===== src/rtl/pq_gen.sv =====
// Sorted-register priority queue: slot 0 holds the best key. Supports push, pop,
// replace (push+pop) and drop-by-id. Ids come from a free bitmap.
module pq_gen #(
    parameter int DEPTH     = 8,
    parameter int DW        = 8,
    parameter int MAX_FIRST = 0,
    localparam int IDW      = $clog2(DEPTH),
    localparam int CW       = $clog2(DEPTH + 1)
) (
    input  logic           clk_i,
    input  logic           rst_i,
    input  logic           push_i,
    input  logic [DW-1:0]  push_data_i,
    output logic           push_rdy_o,
    output logic [IDW-1:0] push_id_o,
    input  logic           pop_i,
    output logic           pop_rdy_o,
    output logic           pop_vld_o,
    output logic [DW-1:0]  pop_data_o,
    output logic [IDW-1:0] pop_id_o,
    input  logic           drop_i,
    input  logic [IDW-1:0] drop_id_i,
    output logic           drop_rdy_o,
    output logic           drop_hit_o,
    output logic           full_o,
    output logic           empty_o,
    output logic [CW-1:0]  cnt_o,
    output logic           peek_vld_o,
    output logic [DW-1:0]  peek_data_o,
    output logic [IDW-1:0] peek_id_o,
    output logic           overflow_o,
    output logic [DW-1:0]  overflow_data_o,
    output logic [IDW-1:0] overflow_id_o
);

    logic [DW-1:0]    key_q [DEPTH];
    logic [DW-1:0]    key_d [DEPTH];
    logic [IDW-1:0]   id_q  [DEPTH];
    logic [IDW-1:0]   id_d  [DEPTH];
    logic [DW-1:0]    key_m [DEPTH];
    logic [IDW-1:0]   id_m  [DEPTH];
    logic [CW-1:0]    cnt_q, cnt_d, cnt_m, cnt_eff, pos;
    logic [DEPTH-1:0] free_q, free_d;
    logic             pop_vld_q, pop_vld_d;
    logic [DW-1:0]    pop_data_q, pop_data_d;
    logic [IDW-1:0]   pop_id_q, pop_id_d;
    logic             drop_hit_q, drop_hit_d;
    logic             ovf_q, ovf_d;
    logic [DW-1:0]    ovf_data_q, ovf_data_d;
    logic [IDW-1:0]   ovf_id_q, ovf_id_d;

    logic             push_acc, pop_acc, drop_acc, drop_hit, rm_en, ins, evict, reject;
    logic [IDW-1:0]   free_id, drop_idx, rm_idx;

    function automatic logic better(input logic [DW-1:0] a, input logic [DW-1:0] b);
        if (MAX_FIRST != 0) return a > b;
        else return a < b;
    endfunction

    assign full_o          = (cnt_q == CW'(DEPTH));
    assign empty_o         = (cnt_q == '0);
    assign cnt_o           = cnt_q;
    assign peek_vld_o      = ~empty_o;
    assign peek_data_o     = key_q[0];
    assign peek_id_o       = id_q[0];
    assign push_rdy_o      = ~rst_i;
    assign pop_rdy_o       = ~rst_i & ~empty_o;
    assign drop_rdy_o      = ~rst_i & ~push_i & ~pop_i & ~empty_o;
    assign pop_vld_o       = pop_vld_q;
    assign pop_data_o      = pop_data_q;
    assign pop_id_o        = pop_id_q;
    assign drop_hit_o      = drop_hit_q;
    assign overflow_o      = ovf_q;
    assign overflow_data_o = ovf_data_q;
    assign overflow_id_o   = ovf_id_q;

    always_comb begin
        push_acc = push_i & push_rdy_o;
        pop_acc  = pop_i & pop_rdy_o;
        drop_acc = drop_i & drop_rdy_o;

        free_id = '0;
        for (int i = DEPTH - 1; i >= 0; i--)
            if (free_q[i]) free_id = IDW'(i);
        // A full-queue replace reuses the head id that is freed in the same cycle.
        if (full_o) push_id_o = pop_acc ? id_q[0] : id_q[DEPTH-1];
        else        push_id_o = free_id;

        drop_hit = drop_acc & ~free_q[drop_id_i];
        drop_idx = '0;
        for (int i = 0; i < DEPTH; i++)
            if (CW'(i) < cnt_q && id_q[i] == drop_id_i) drop_idx = IDW'(i);

        rm_en  = pop_acc | drop_hit;
        rm_idx = pop_acc ? '0 : drop_idx;
        for (int i = 0; i < DEPTH - 1; i++) begin
            if (rm_en && IDW'(i) >= rm_idx) begin
                key_m[i] = key_q[i+1];
                id_m[i]  = id_q[i+1];
            end else begin
                key_m[i] = key_q[i];
                id_m[i]  = id_q[i];
            end
        end
        key_m[DEPTH-1] = rm_en ? '0 : key_q[DEPTH-1];
        id_m[DEPTH-1]  = rm_en ? '0 : id_q[DEPTH-1];
        cnt_m = rm_en ? cnt_q - CW'(1) : cnt_q;

        ins     = push_acc;
        evict   = 1'b0;
        reject  = 1'b0;
        cnt_eff = cnt_m;
        if (push_acc && cnt_m == CW'(DEPTH)) begin
            if (better(push_data_i, key_m[DEPTH-1])) begin
                evict   = 1'b1;
                cnt_eff = CW'(DEPTH - 1);
            end else begin
                reject = 1'b1;
                ins    = 1'b0;
            end
        end

        // Position after every entry the new key does not beat keeps FIFO order among equals.
        pos = '0;
        for (int i = 0; i < DEPTH; i++)
            if (CW'(i) < cnt_eff && !better(push_data_i, key_m[i])) pos = pos + CW'(1);

        key_d = key_m;
        id_d  = id_m;
        if (ins) begin
            for (int i = DEPTH - 1; i >= 1; i--) begin
                if (CW'(i) > pos) begin
                    key_d[i] = key_m[i-1];
                    id_d[i]  = id_m[i-1];
                end
            end
            for (int i = 0; i < DEPTH; i++) begin
                if (CW'(i) == pos) begin
                    key_d[i] = push_data_i;
                    id_d[i]  = push_id_o;
                end
            end
        end
        cnt_d = ins ? cnt_eff + CW'(1) : cnt_eff;

        free_d = free_q;
        if (pop_acc)  free_d[id_q[0]]    = 1'b1;
        if (drop_hit) free_d[drop_id_i]  = 1'b1;
        if (ins)      free_d[push_id_o]  = 1'b0;

        pop_vld_d  = pop_acc;
        pop_data_d = pop_acc ? key_q[0] : pop_data_q;
        pop_id_d   = pop_acc ? id_q[0]  : pop_id_q;
        drop_hit_d = drop_hit;
        ovf_d      = evict | reject;
        ovf_data_d = evict ? key_m[DEPTH-1] : (reject ? push_data_i : ovf_data_q);
        ovf_id_d   = (evict | reject) ? push_id_o : ovf_id_q;
    end

    always_ff @(posedge clk_i) begin
        if (rst_i) begin
            for (int i = 0; i < DEPTH; i++) begin
                key_q[i] <= '0;
                id_q[i]  <= '0;
            end
            cnt_q      <= '0;
            free_q     <= '1;
            pop_vld_q  <= 1'b0;
            pop_data_q <= '0;
            pop_id_q   <= '0;
            drop_hit_q <= 1'b0;
            ovf_q      <= 1'b0;
            ovf_data_q <= '0;
            ovf_id_q   <= '0;
        end else begin
            key_q      <= key_d;
            id_q       <= id_d;
            cnt_q      <= cnt_d;
            free_q     <= free_d;
            pop_vld_q  <= pop_vld_d;
            pop_data_q <= pop_data_d;
            pop_id_q   <= pop_id_d;
            drop_hit_q <= drop_hit_d;
            ovf_q      <= ovf_d;
            ovf_data_q <= ovf_data_d;
            ovf_id_q   <= ovf_id_d;
        end
    end

endmodule


===== config.mk =====
export PLATFORM = sky130hd
export DESIGN_NAME = pq_gen
export DESIGN_NICKNAME = d
export VERILOG_FILES = /design/src/rtl/pq_gen.sv
export SDC_FILE = /design/constraint.sdc
export NUM_CORES = 1
export LEC_CHECK = 0
export ABC_AREA = 1
export BUFFER_PORTS_ARGS = -buffer_cell sky130_fd_sc_hd__buf_4
export CELL_PAD_IN_SITES_DETAIL_PLACEMENT = 0
export CELL_PAD_IN_SITES_GLOBAL_PLACEMENT = 2
export CORE_MARGIN = 5
export CORE_UTILIZATION = 34
export DETAILED_ROUTE_END_ITERATION = 12
export PLACE_DENSITY = 0.81
export SYNTH_ARGS = -nofsm -noshare
export SYNTH_HDL_FRONTEND = slang
export SYNTH_SLANG_ARGS = --single-unit

===== constraint.sdc =====
create_clock -name clk_i -period 9.8 [get_ports clk_i]
set_clock_uncertainty 0.2 [all_clocks]
set_input_delay 0.98 -clock clk_i [delete_from_list [all_inputs] [get_ports clk_i]]
set_output_delay 0.98 -clock clk_i [all_outputs]
set_load 0.02 [all_outputs]

==> results.cfg, run 1 <==
[synth]
synth_top_area_cell = dfxtp_1
ys.flop_type = dfxtp_1
synth-compound-area-share_pct = 18.5
synthCells = 1715
synthSimpleGateAreaFrac_pct = 34.4
yosysSeqAreaShare_pct = 24.0
synth_edf_count = 0
synth_seq_cells = 125
ys_async_sr_fraction_pct = 0
yosysWarnings = 0
synth_top_family_by_area = simple AND/OR/NAND/NOR gates
synthAdderAreaFrac_pct = 8.17
synth_top_cell_area_share_pct = 24.0
syn_nets = 1799
avgSynthCellArea_um2 = 6.07
synthDistinctLibCells = 52
netlist_area_um2 = 10400
muxShareOfSynthArea_pct = 0.0961
synth.area.top_cells = dfxtp_1, nand2_1, inv_1
post_synth_xor_area_fraction_pct = 0.937

[worst_setup_path]
max_stage_delay_ns = 0.50
reg2reg_slack_ns = 0.69
critPathBufInv = 10
cpMostUsedCell = nand2_1
cp.required_ns = 9.93
cp_max_fo = 22
cpMaxStageDelayCell = dfxtp_1
cp.arrival_ns = 9.24
crit_type = register to register
crit_path_end_kind = register
crit_path_start_kind = register
critPathTopFamily = simple AND/OR/NAND/NOR gates

[global_routing]
grt_max_degree = 90
antenna_found_initial = 0
grt_usage_pct = 23.2
grt_pass1_vias = 10430
grt-ovfl-total = 0
grt_pass1_wl_mm = 61.2

[route]
ant_nets = 0
viasPerCell = 5.19
firstDrtPassIters = 5
drc_errors = 0
routed_wirelength_mm = 39.9
wire_per_inst_um = 18.7
drtIter0Drc = 877
via_count = 11073

[clocking]
cts_root_buffer = clkbuf_16
cts_tree = yes
insertion_delay_ns = 0.44
cts_sinks = 125
numCtsBuffers = 17
cts_setup_buffers = 0
cts.path.max_buffers = 2
path_clk_slew_ns = 0.06
h-tree-depth = 4

[min_path]
hp-class = register to register

[final_layout]
multiInputGateArea_um2 = 6520
final_cell_mix = nand2_1, inv_1, o21ai_0, dfxtp_1, nand3_1
synthToLayoutAreaGrowth_pct = 12.2
nets = 1807
final_common_cell = nand2_1
area.sequential_um2 = 2500
antenna_cells = 0
drive_above_1_share_pct = 10.8
fin_cells = 2132
nFillCells = 3417

[flow_run]
cap_violations = 0

[placement]
dp_hpwl_mm = 29.4
portBuffers = 64
placed_cells = 2100
gp_congestion = 0.854

[die]
initial_core_util_pct = 34.2
die_h_um = 185
dieArea_um2 = 34200
io_pins = 65
core_region_area_um2 = 30400
die_x_um = 185
rows = 64

[timing]
rsz0062_at_grt = true
worst_pin_slew_ns = 0.989
max_slew_margin_pct = 34.1
period_needed_ns = 9.11
setup_viol = 0
slew_viol_final = 0
final_hold_viol_count = 0
max_freq_ghz = 0.110
min_period_over_period_pct = 92.9

[run_status]
status = finished clean
-- layer usage --
layer / vias to the layer above / part of all wire, % / track usage, %
met3: 50 / 5.2 / 3.73
met4: 0 / 2.1 / 5.99
met2: 287 / 47 / 39.6
met5: - / 0 / 0
li1: 5592 / - / -
met1: 5144 / 46 / 30.5
-- final cells by class --
class                      instances  share of cell area, %
clock buffer                      17                   3.64
tap                              396                   4.24
inverter                         248                   8.04
timing repair buffer              86                   5.52
clock inverter                    15                   1.37
multi-input combinational       1245                   55.8
sequential                       125                   21.4
-- Yosys cell counts, types with 8 or more instances --
cell      number
a211oi_1       8
a21oi_1       98
buf_2         20
buf_4         22
clkbuf_1      46
dfxtp_1      125
ha_1          68
inv_1        228
inv_2         17
nand2_1      498
nand2_2       11
nand3_1      125
nand4_1       46
nor2_1       104
nor2_2        10
o211ai_1      26
o21a_1        10
o21ai_0      143
o21ai_1       33
-- logic make-up after synthesis --
kind of cell | after synthesis
simple gates | 823
buf+inv | 345
compound gates | 344
flops | 125
fa+ha+maj | 68
xor+xnor | 9
mux | 1
-- registers in the layout, indices dropped and copies added (netlist names) --
name,cells
drop_hit_o,1
pop_vld_o,1
id_q,21
key_q,56
free_q,8
pop_data_o,8
overflow_data_o,8
peek_id_o,3
peek_data_o,8
pop_id_o,3
overflow_id_o,3
cnt_o,4
overflow_o,1
-- worst min-delay path, delay by kind of cell, from the launching register on --
kind,cells,cell delay [ns]
flip-flops,1,0.31
AND/OR/NAND/NOR,1,0.06
AO/OA/AOI/OAI,1,0.05
-- final timing paths --
check / from / to / cells after the start
max: cnt_o[0] / key_q[24] / 48
min: pop_id_o[1] / pop_id_o[1] / 2
max reg2reg: cnt_o[0] / key_q[24] / 48
min reg2reg: pop_id_o[1] / pop_id_o[1] / 2
-- stage by stage --
step	setup slack [ns]	cell area [um^2]	setup TNS (ns)	utilization (%)	hold slack [ns]
final	0.691	11700	0	38.4	0.269
after floorplan	2.14	10400	0	-	0.251
after detailed placement	0.248	11100	0	36.3	0.258
after CTS	0.303	11600	0	38.3	0.269
after global routing	-0.0153	11700	-0.0228	38.4	0.283
after global placement	0.169	11100	0	36.3	0.251
-- repair_timing --
| action | 4_1_cts | 5_1_grt |
|---|---|---|
| resized for setup | 0 | 11 |
| setup endpoints to repair | 0 | 49 |
| hold buffers | 0 | 0 |
Power of run 1 is left out: the tool's default activity adds up to more than one toggle a clock period on the data nets, which glitch-free logic cannot reach.
==> run 2: changes to the inputs <==
clock period = 8.4 ns   (was 9.8 ns; I/O delays follow)
==> results.cfg, run 2 (synthesized netlist as in run 1, its figures left out) <==
[final_layout]
nets = 1846
regMostFlops = key_q
nFillCells = 3368
fin_cells = 2172
final_area_um2 = 12000
largestRegisters = key_q: 56 flops, id_q: 21 flops
final_cell_mix = nand2_1, inv_1, o21ai_0, nand3_1, dfxtp_1
drive_above_1_share_pct = 12.8
largest_reg_flops = 56
post-route-util_pct = 39.5
synthToLayoutAreaGrowth_pct = 15.5
final_common_cell = nand2_1

[worst_setup_path]
cp.arrival_ns = 7.90
max_stage_delay_ns = 0.41
crit_path_end_kind = register
cp_max_fo = 24
rr_worst_depth = 49
cpMostUsedCell = nand2_1
rr_endpoint = key_q[12]
cpMaxStageDelayCell = dfxtp_2
crit_type = register to register
cp.required_ns = 8.54
crit_path_start_kind = register
reg2reg_slack_ns = 0.64
startpoint = cnt_o[1]
r2r_start = cnt_o[1]

[min_path]
hold_path_end = pop_id_o[1]
hp-class = register to register
hold_depth = 2
hold_start = pop_id_o[1]

[route]
wire_per_inst_um = 18.7
ant_nets = 0
viasPerCell = 5.19
routed_wirelength_mm = 40.7
drc_errors = 0
via_count = 11269
firstDrtPassIters = 5
drtIter0Drc = 796

[placement]
placed_cells = 2131
portBuffers = 64
dp_hpwl_mm = 29.8
place_area_um2 = 11300
gp_congestion = 0.897

[global_routing]
grt_usage_pct = 23.4
grt_pass1_vias = 10473
grt_max_degree = 66
antenna_found_initial = 0
grt-ovfl-total = 0
grt_pass1_wl_mm = 61.4

[timing]
min_period_over_period_pct = 92.4
max_slew_margin_pct = 28.9
setup_viol = 0
period_needed_ns = 7.76
max_freq_ghz = 0.129
slew_viol_final = 0
final_hold_viol_count = 0
worst_pin_slew_ns = 1.07

[die]
die_x_um = 185
initial_core_util_pct = 34.2
io_pins = 65
core_region_area_um2 = 30400
dieArea_um2 = 34200
rows = 64
die_h_um = 185

[clocking]
h-tree-depth = 4
cts_sinks = 125
cts.path.max_buffers = 2
cts_tree = yes
path_clk_slew_ns = 0.06
cts_root_buffer = clkbuf_16
insertion_delay_ns = 0.46
numCtsBuffers = 17

[flow_run]
cap_violations = 0

[run_status]
status = finished clean
==> run 2: worst max path at each step <==
stage,end,slack [ns],cells past startpoint
floorplan,id_q[10],0.88,48
global placement,id_q[7],-0.09,48
detailed placement,id_q[7],-0.03,51
CTS,id_q[7],0.04,49
global route,id_q[11],-0.01,49
finish,key_q[12],0.64,49
==> run 2: area by class of cell <==
class	instances	area (um^2)	share of cell area, %
antenna	1	2.50	0.0208
clock buffer	17	425	3.54
clock inverter	15	136	1.13
inverter	248	941	7.82
multi-input combinational	1246	6540	54.4
sequential	125	2500	20.8
tap	396	495	4.12
timing repair buffer	124	980	8.15
==> run 2: timing repair <==
action / 4_1_cts / 5_1_grt
hold buffers: 0 / 0
endpoints found under the setup margin: 0 / 88
resized for setup: 0 / 21
setup buffers: 0 / 7
==> run 2: critical path, delay by kind of cell (launching register included) <==
family,cells,cell delay [ns]
simple gates,25,2.95
fa+ha+maj,9,2.32
buf+inv,9,0.88
compound gates,6,0.84
flops,1,0.41
==> run 2: metrics by stage <==
stage	worst slack [ns]	setup TNS [ns]	hold WS, ns
floorplan	0.882	0	0.251
global placement	-0.0922	-0.951	0.250
detailed placement	-0.0290	-0.150	0.268
CTS	0.0413	0	0.278
global route	-0.0106	-0.0106	0.292
finish	0.641	0	0.273
==> run 2: metal layers <==
metal  global-route usage (%)  routed length [um]  vias up
li1                         -                   -     5685
met1                     30.9               18700     5206
met2                     39.1               18600      313
met3                     3.26                2080       65
met4                     8.46                1300        0
met5                        0                   0        -
Power of run 2 is left out for the same reason.
